File: src/rtl/bitstream_packer.sv
// Variable-length code packer: concatenates 0..MAXLEN-bit codes into OW-bit words.
// Optional bit/word counters are enabled by defining BITSTREAM_PACKER_CNT_EN.
module bitstream_packer #(
  parameter int unsigned OW        = 32,
  parameter int unsigned MAXLEN    = 32,
  parameter int unsigned MSB_FIRST = 0
) (
  input  logic                          clk,
  input  logic                          rst,
  input  logic                          ivalid,
  output logic                          iready,
  input  logic [$clog2(MAXLEN+1)-1:0]   ilength,
  input  logic [MAXLEN-1:0]             idata,
  input  logic                          iflush,
  output logic [2:0]                    rest,
  output logic                          ovalid,
  input  logic                          oready,
  output logic [OW-1:0]                 odata,
  output logic                          olast
`ifdef BITSTREAM_PACKER_CNT_EN
  ,
  output logic [31:0]                   bitcnt,
  output logic [31:0]                   wordcnt
`endif
);

  localparam int unsigned LW = $clog2(MAXLEN + 1);
  localparam int unsigned FW = $clog2(OW);
  localparam int unsigned SW = FW + 1;
  localparam int unsigned HW = FW + 2;
  localparam int unsigned DW = 2 * OW;

  typedef enum logic {RUN = 1'b0, FLUSH_PEND = 1'b1} state_t;

  state_t          state, state_nxt;
  logic [OW-1:0]   acc, acc_nxt;
  logic [FW-1:0]   fill, fill_nxt;

  logic [LW-1:0]   len_eff;
  logic [MAXLEN-1:0] code_m;
  logic [SW-1:0]   new_fill, rem_fill;
  logic [HW-1:0]   msb_sh;
  logic [DW-1:0]   comb_v;
  logic [OW-1:0]   first_part, second_part;
  logic            word_done, out_free, accept;
  logic            load, load_last;
  logic [OW-1:0]   load_data;

  assign len_eff  = (ilength > LW'(MAXLEN)) ? LW'(MAXLEN) : ilength;
  assign out_free = !ovalid || oready;
  assign accept   = ivalid && (state == RUN) && out_free;
  assign rest     = 3'(3'd0 - fill[2:0]);

  // Drop code bits at and above the effective length
  always_comb begin
    code_m = '0;
    for (int i = 0; i < int'(MAXLEN); i++) begin
      if (i < int'(len_eff)) code_m[i] = idata[i];
    end
  end

  assign new_fill  = SW'(fill) + SW'(len_eff);
  assign word_done = (new_fill >= SW'(OW));
  assign rem_fill  = word_done ? (new_fill - SW'(OW)) : new_fill;
  assign msb_sh    = HW'(DW) - HW'(fill) - HW'(len_eff);

  // Stream-ordered append: the first OW stream bits land in first_part
  always_comb begin
    if (MSB_FIRST != 0) begin
      comb_v      = {acc, {OW{1'b0}}} | (DW'(code_m) << msb_sh);
      first_part  = comb_v[DW-1:OW];
      second_part = comb_v[OW-1:0];
    end else begin
      comb_v      = {{OW{1'b0}}, acc} | (DW'(code_m) << fill);
      first_part  = comb_v[OW-1:0];
      second_part = comb_v[DW-1:OW];
    end
  end

  always_ff @(posedge clk or posedge rst) begin
    if (rst) state <= RUN;
    else     state <= state_nxt;
  end

  always_comb begin
    state_nxt = state;
    case (state)
      RUN:        if (accept && iflush && word_done && (rem_fill != '0)) state_nxt = FLUSH_PEND;
      FLUSH_PEND: if (out_free) state_nxt = RUN;
      default:    state_nxt = RUN;
    endcase
  end

  // Handshake, word-load and accumulator update decisions
  always_comb begin
    iready    = (state == RUN) && out_free;
    load      = 1'b0;
    load_data = first_part;
    load_last = 1'b0;
    acc_nxt   = acc;
    fill_nxt  = fill;
    case (state)
      RUN: begin
        if (accept) begin
          if (word_done) begin
            load    = 1'b1;
            acc_nxt = second_part;
          end else begin
            acc_nxt = first_part;
          end
          fill_nxt = FW'(rem_fill);
          if (iflush) begin
            if (word_done) begin
              load_last = (rem_fill == '0);
            end else if (rem_fill != '0) begin
              load      = 1'b1;
              load_last = 1'b1;
            end
            if (!(word_done && (rem_fill != '0))) begin
              acc_nxt  = '0;
              fill_nxt = '0;
            end
          end
        end
      end
      FLUSH_PEND: begin
        if (out_free) begin
          load      = 1'b1;
          load_data = acc;
          load_last = 1'b1;
          acc_nxt   = '0;
          fill_nxt  = '0;
        end
      end
      default: ;
    endcase
  end

  always_ff @(posedge clk or posedge rst) begin
    if (rst) begin
      acc    <= '0;
      fill   <= '0;
      ovalid <= 1'b0;
      odata  <= '0;
      olast  <= 1'b0;
    end else begin
      acc  <= acc_nxt;
      fill <= fill_nxt;
      if (load) begin
        ovalid <= 1'b1;
        odata  <= load_data;
        olast  <= load_last;
      end else if (ovalid && oready) begin
        ovalid <= 1'b0;
        odata  <= '0;
        olast  <= 1'b0;
      end
    end
  end

`ifdef BITSTREAM_PACKER_CNT_EN
  // Code bits accepted (padding excluded) and words handed downstream
  always_ff @(posedge clk or posedge rst) begin
    if (rst) begin
      bitcnt  <= '0;
      wordcnt <= '0;
    end else begin
      if (accept)          bitcnt  <= bitcnt + 32'(len_eff);
      if (ovalid && oready) wordcnt <= wordcnt + 32'd1;
    end
  end
`endif

endmodule
File: config.mk
export PLATFORM = sky130hd
export DESIGN_NAME = bitstream_packer
export DESIGN_NICKNAME = d
export VERILOG_FILES = /design/src/rtl/bitstream_packer.sv
export SDC_FILE = /design/constraint.sdc
export NUM_CORES = 1
export LEC_CHECK = 0
export BUFFER_PORTS_ARGS = -buffer_cell sky130_fd_sc_hd__buf_2
export CAP_MARGIN = 20
export CORE_MARGIN = 2
export CORE_UTILIZATION = 35
export DETAILED_ROUTE_END_ITERATION = 8
export GPL_ROUTABILITY_DRIVEN = 1
export SLEW_MARGIN = 20
export SYNTH_ARGS = -nofsm -noshare
export SYNTH_HDL_FRONTEND = slang
export SYNTH_SLANG_ARGS = --single-unit
File: constraint.sdc
create_clock -name clk -period 7.2 [get_ports clk]
set_input_delay 1.44 -clock clk [delete_from_list [all_inputs] [get_ports clk]]
set_output_delay 1.44 -clock clk [all_outputs]
set_load 0.02 [all_outputs]
==> impl_metrics.csv <==
group,metric,value,unit
status,status,"finished, violations left",
status,violations,"DRC",
routing,drt-pass1-iter-count,9,
power_and_ir_drop,ir_drop,154,uV
setup_path,setup.worst_path.start_class,"primary input",
clocking,clockRootBuffer,"clkbuf_16",
flow_run,max-cap-violations,0,
logic_synthesis,yosys_register_bits,72,
clocking,cts_tree,"built",
global_routing,top_usage_layer,"met2",
hold_path,hp-class,"flip-flop to flip-flop",
sta,finalHoldViolations,0,
power_and_ir_drop,power,3.35,mW
floorplan,core_area,0.0180,sq mm
global_routing,antenna_found_initial,0,
global_routing,grt.met1_usage,0.339,
logic_synthesis,synth_common_cells,"nand2_1, a21oi_1, dfrtp_1, o21ai_0, nor2_1",
logic_synthesis,ys_warn_count,0,
sta,tns,0,ns
logic_synthesis,yosysTopAreaCell,"dfrtp_1",
clocking,clk_pin_slew,0.05,ns
logic_synthesis,synthCells,819,
placed_design,hpwlAfterDp,18.0,mm
clocking,cts.sinks,72,
routing,drc_errors,2,
logic_synthesis,ys_seq_area_frac,0.280,
floorplan,die_h,140,microns
sta,timing.fmax,179,MHz
clocking,cts_setup_buffers,0,
sta,period_share,0.776,
global_routing,grt_pass1_wl,38.6,mm
global_routing,grtUsageMet2,0.389,
setup_path,crit_fanout,26,
routing,wl,24.7,mm
routing,ant_nets,0,
setup_path,cp_data_required_time,7.42,ns
sta,rsz0062_at_grt,"no",
finish,multiInputGateArea,0.00429,sq mm
sta,setup_violations,0,
finish,fillers,1895,
floorplan,io_pins,81,
logic_synthesis,synth_xor_area_frac,0.00544,
logic_synthesis,yosysUniqueCellTypes,79,
sta,slew_headroom,0.231,
logic_synthesis,synthAdderAreaFrac,0.0187,
clocking,cts_buffer_depth,2,
logic_synthesis,synth_top_family_by_area,"compound AO/OA/AOI/OAI gates",
floorplan,num_rows,49,
setup_path,arrival,5.81,ns
logic_synthesis,yosysMostFrequentCell,"nand2_1",
sta,skew,0.00687,ns
sta,maxSlewViolCount,0,
floorplan,die_w,140,microns
global_routing,met3_usage,0.0451,
routing,dr_total_vias,7070,
logic_synthesis,syn_nets,871,
clocking,cts_buffers,9,
logic_synthesis,synth_area_leaders,"dfrtp_1, a21oi_1, o21ai_0, nand2_1, nor2_1",
placed_design,port_buffers,80,
global_routing,grt_pass1_vias,6782,
sta,worst_slew_pin_slew,1.15,ns
placed_design,gp_congestion,1.03,
floorplan,dieArea,0.0195,sq mm
finish,ff_latch_area,0.00180,sq mm
finish,antenna_cells,0,
routing,post_drt_wl_per_cell,22.6,microns
clocking,clock_latency,0.34,ns
finish,drive_above_1_share,0.162,
logic_synthesis,ys_async_sr_fraction,1.00,
global_routing,grt_usage,0.249,
global_routing,gr-total-overflow,0,
routing,drtIter0Drc,975,
sta,period_needed,5.59,ns
clocking,htree_levels,3,
clocking,cts.repair.resized,0,
finish,area_growth,13.4,%
logic_synthesis,avgSynthCellArea,7.86,sq um
global_routing,grt_max_degree,73,
logic_synthesis,synth-compound-area-share,0.390,
setup_path,crit_type,"primary input to flip-flop",
logic_synthesis,synth_top_flop_cell,"dfrtp_1",
power_and_ir_drop,power.density,459,mW/mm^2
routing,via_per_inst,6.47,
logic_synthesis,syn_area,0.00644,sq mm
logic_synthesis,synthSimpleGateAreaFrac,0.186,
logic_synthesis,synth_edf_count,0,
logic_synthesis,muxShareOfSynthArea,0.0643,
clocking,postCtsHoldBufs,0,
power_and_ir_drop,power.leakage,3.22,nW
finish,nets,911,
setup_path,cp-end-kind,"flip-flop",
floorplan,start_util,0.357,
logic_synthesis,synth_top_area_share,0.280,
## sequential cells by signal (all words and copies together), names as in the netlist
signal,flops
acc,32
odata,32
fill,5
olast,1
ovalid,1
state,1
## cell families (layout without fill, tap and decap cells)
| group | Yosys count | in the layout |
|---|---|---|
| buffers and inverters | 88 | 133 |
| and+or+nand+nor | 251 | 251 |
| DFF | 72 | 72 |
| muxes | 34 | 34 |
| adders and majority gates | 9 | 9 |
| AOI/OAI and AO/OA | 361 | 361 |
| xor gates and xnor gates | 4 | 4 |
## through the flow
stage | hold slack [ns] | worst slack [ns] | std cells | cell area [sq um] | util
global route | 0.508 | 1.31 | 1093 | 7300 | 0.405
finish | 0.470 | 1.61 | 1093 | 7300 | 0.405
global placement | 0.459 | 1.41 | 1077 | 6980 | 0.387
CTS | 0.478 | 1.72 | 1093 | 7290 | 0.404
floorplan | 0.456 | 1.44 | 819 | 6440 | -
detailed placement | 0.465 | 1.38 | 1077 | 6980 | 0.387
## routing by layer
layer / vias to the layer above / part of all wire
li1: 3264 / -
met1: 3369 / 0.42
met2: 377 / 0.45
met3: 60 / 0.086
met4: 0 / 0.043
met5: - / 0
## worst paths after layout
path                       startpoint        end  slack (ns)  cells past startpoint
setup / recovery           ilength[1]    acc[14]        1.61                     15
hold / removal               odata[0]   odata[0]        0.47                      2
setup reg to reg              fill[1]    acc[14]        2.57                     14
hold reg to reg              odata[0]   odata[0]        0.47                      2
max in group asynchronous         rst    fill[0]        5.18                      3
min in group asynchronous         rst  odata[15]        1.39                      3
## where the power goes
part	internal, mW	leakage, nW	switching (mW)
Combinational	0.742	2.10	1.49
Clock	0.295	0.156	0.171
Sequential	0.556	0.956	0.0957
Total	1.59	3.22	1.76
## cells in the final DEF, fill, tap and decap left out, types with 15 or more instances in the layout
cell type / count
a22o_1: 18
mux2i_1: 20
dfrtp_1: 71
nand3_1: 21
o211ai_1: 16
buf_4: 19
nor2_1: 66
a21oi_1: 80
o21ai_0: 70
nand2_1: 82
nor3_1: 20
buf_2: 80
inv_1: 15
a21o_1: 19
## worst max-delay path, stage by stage
cell       delay [ns]
buf_2            0.40
nor2b_1          0.30
ha_1             0.29
a211o_1          0.30
a2111oi_0        0.65
or3_1            0.24
ha_1             0.14
nand2b_1         0.11
nand4b_1         0.11
buf_4            0.20
or4_1            0.72
nand2_1          0.45
buf_4            0.26
a21oi_1          0.08
o311ai_0         0.12
## area by class of cell
| class | count | area share |
|---|---|---|
| inverter | 18 | 0.00926 |
| clock inverter | 3 | 0.00549 |
| clock buffer | 13 | 0.0370 |
| sequential | 72 | 0.247 |
| tap | 229 | 0.0393 |
| timing repair buffer | 99 | 0.0744 |
| multi-input combinational | 659 | 0.587 |
No activity file was read; power rests on OpenSTA's default activity.
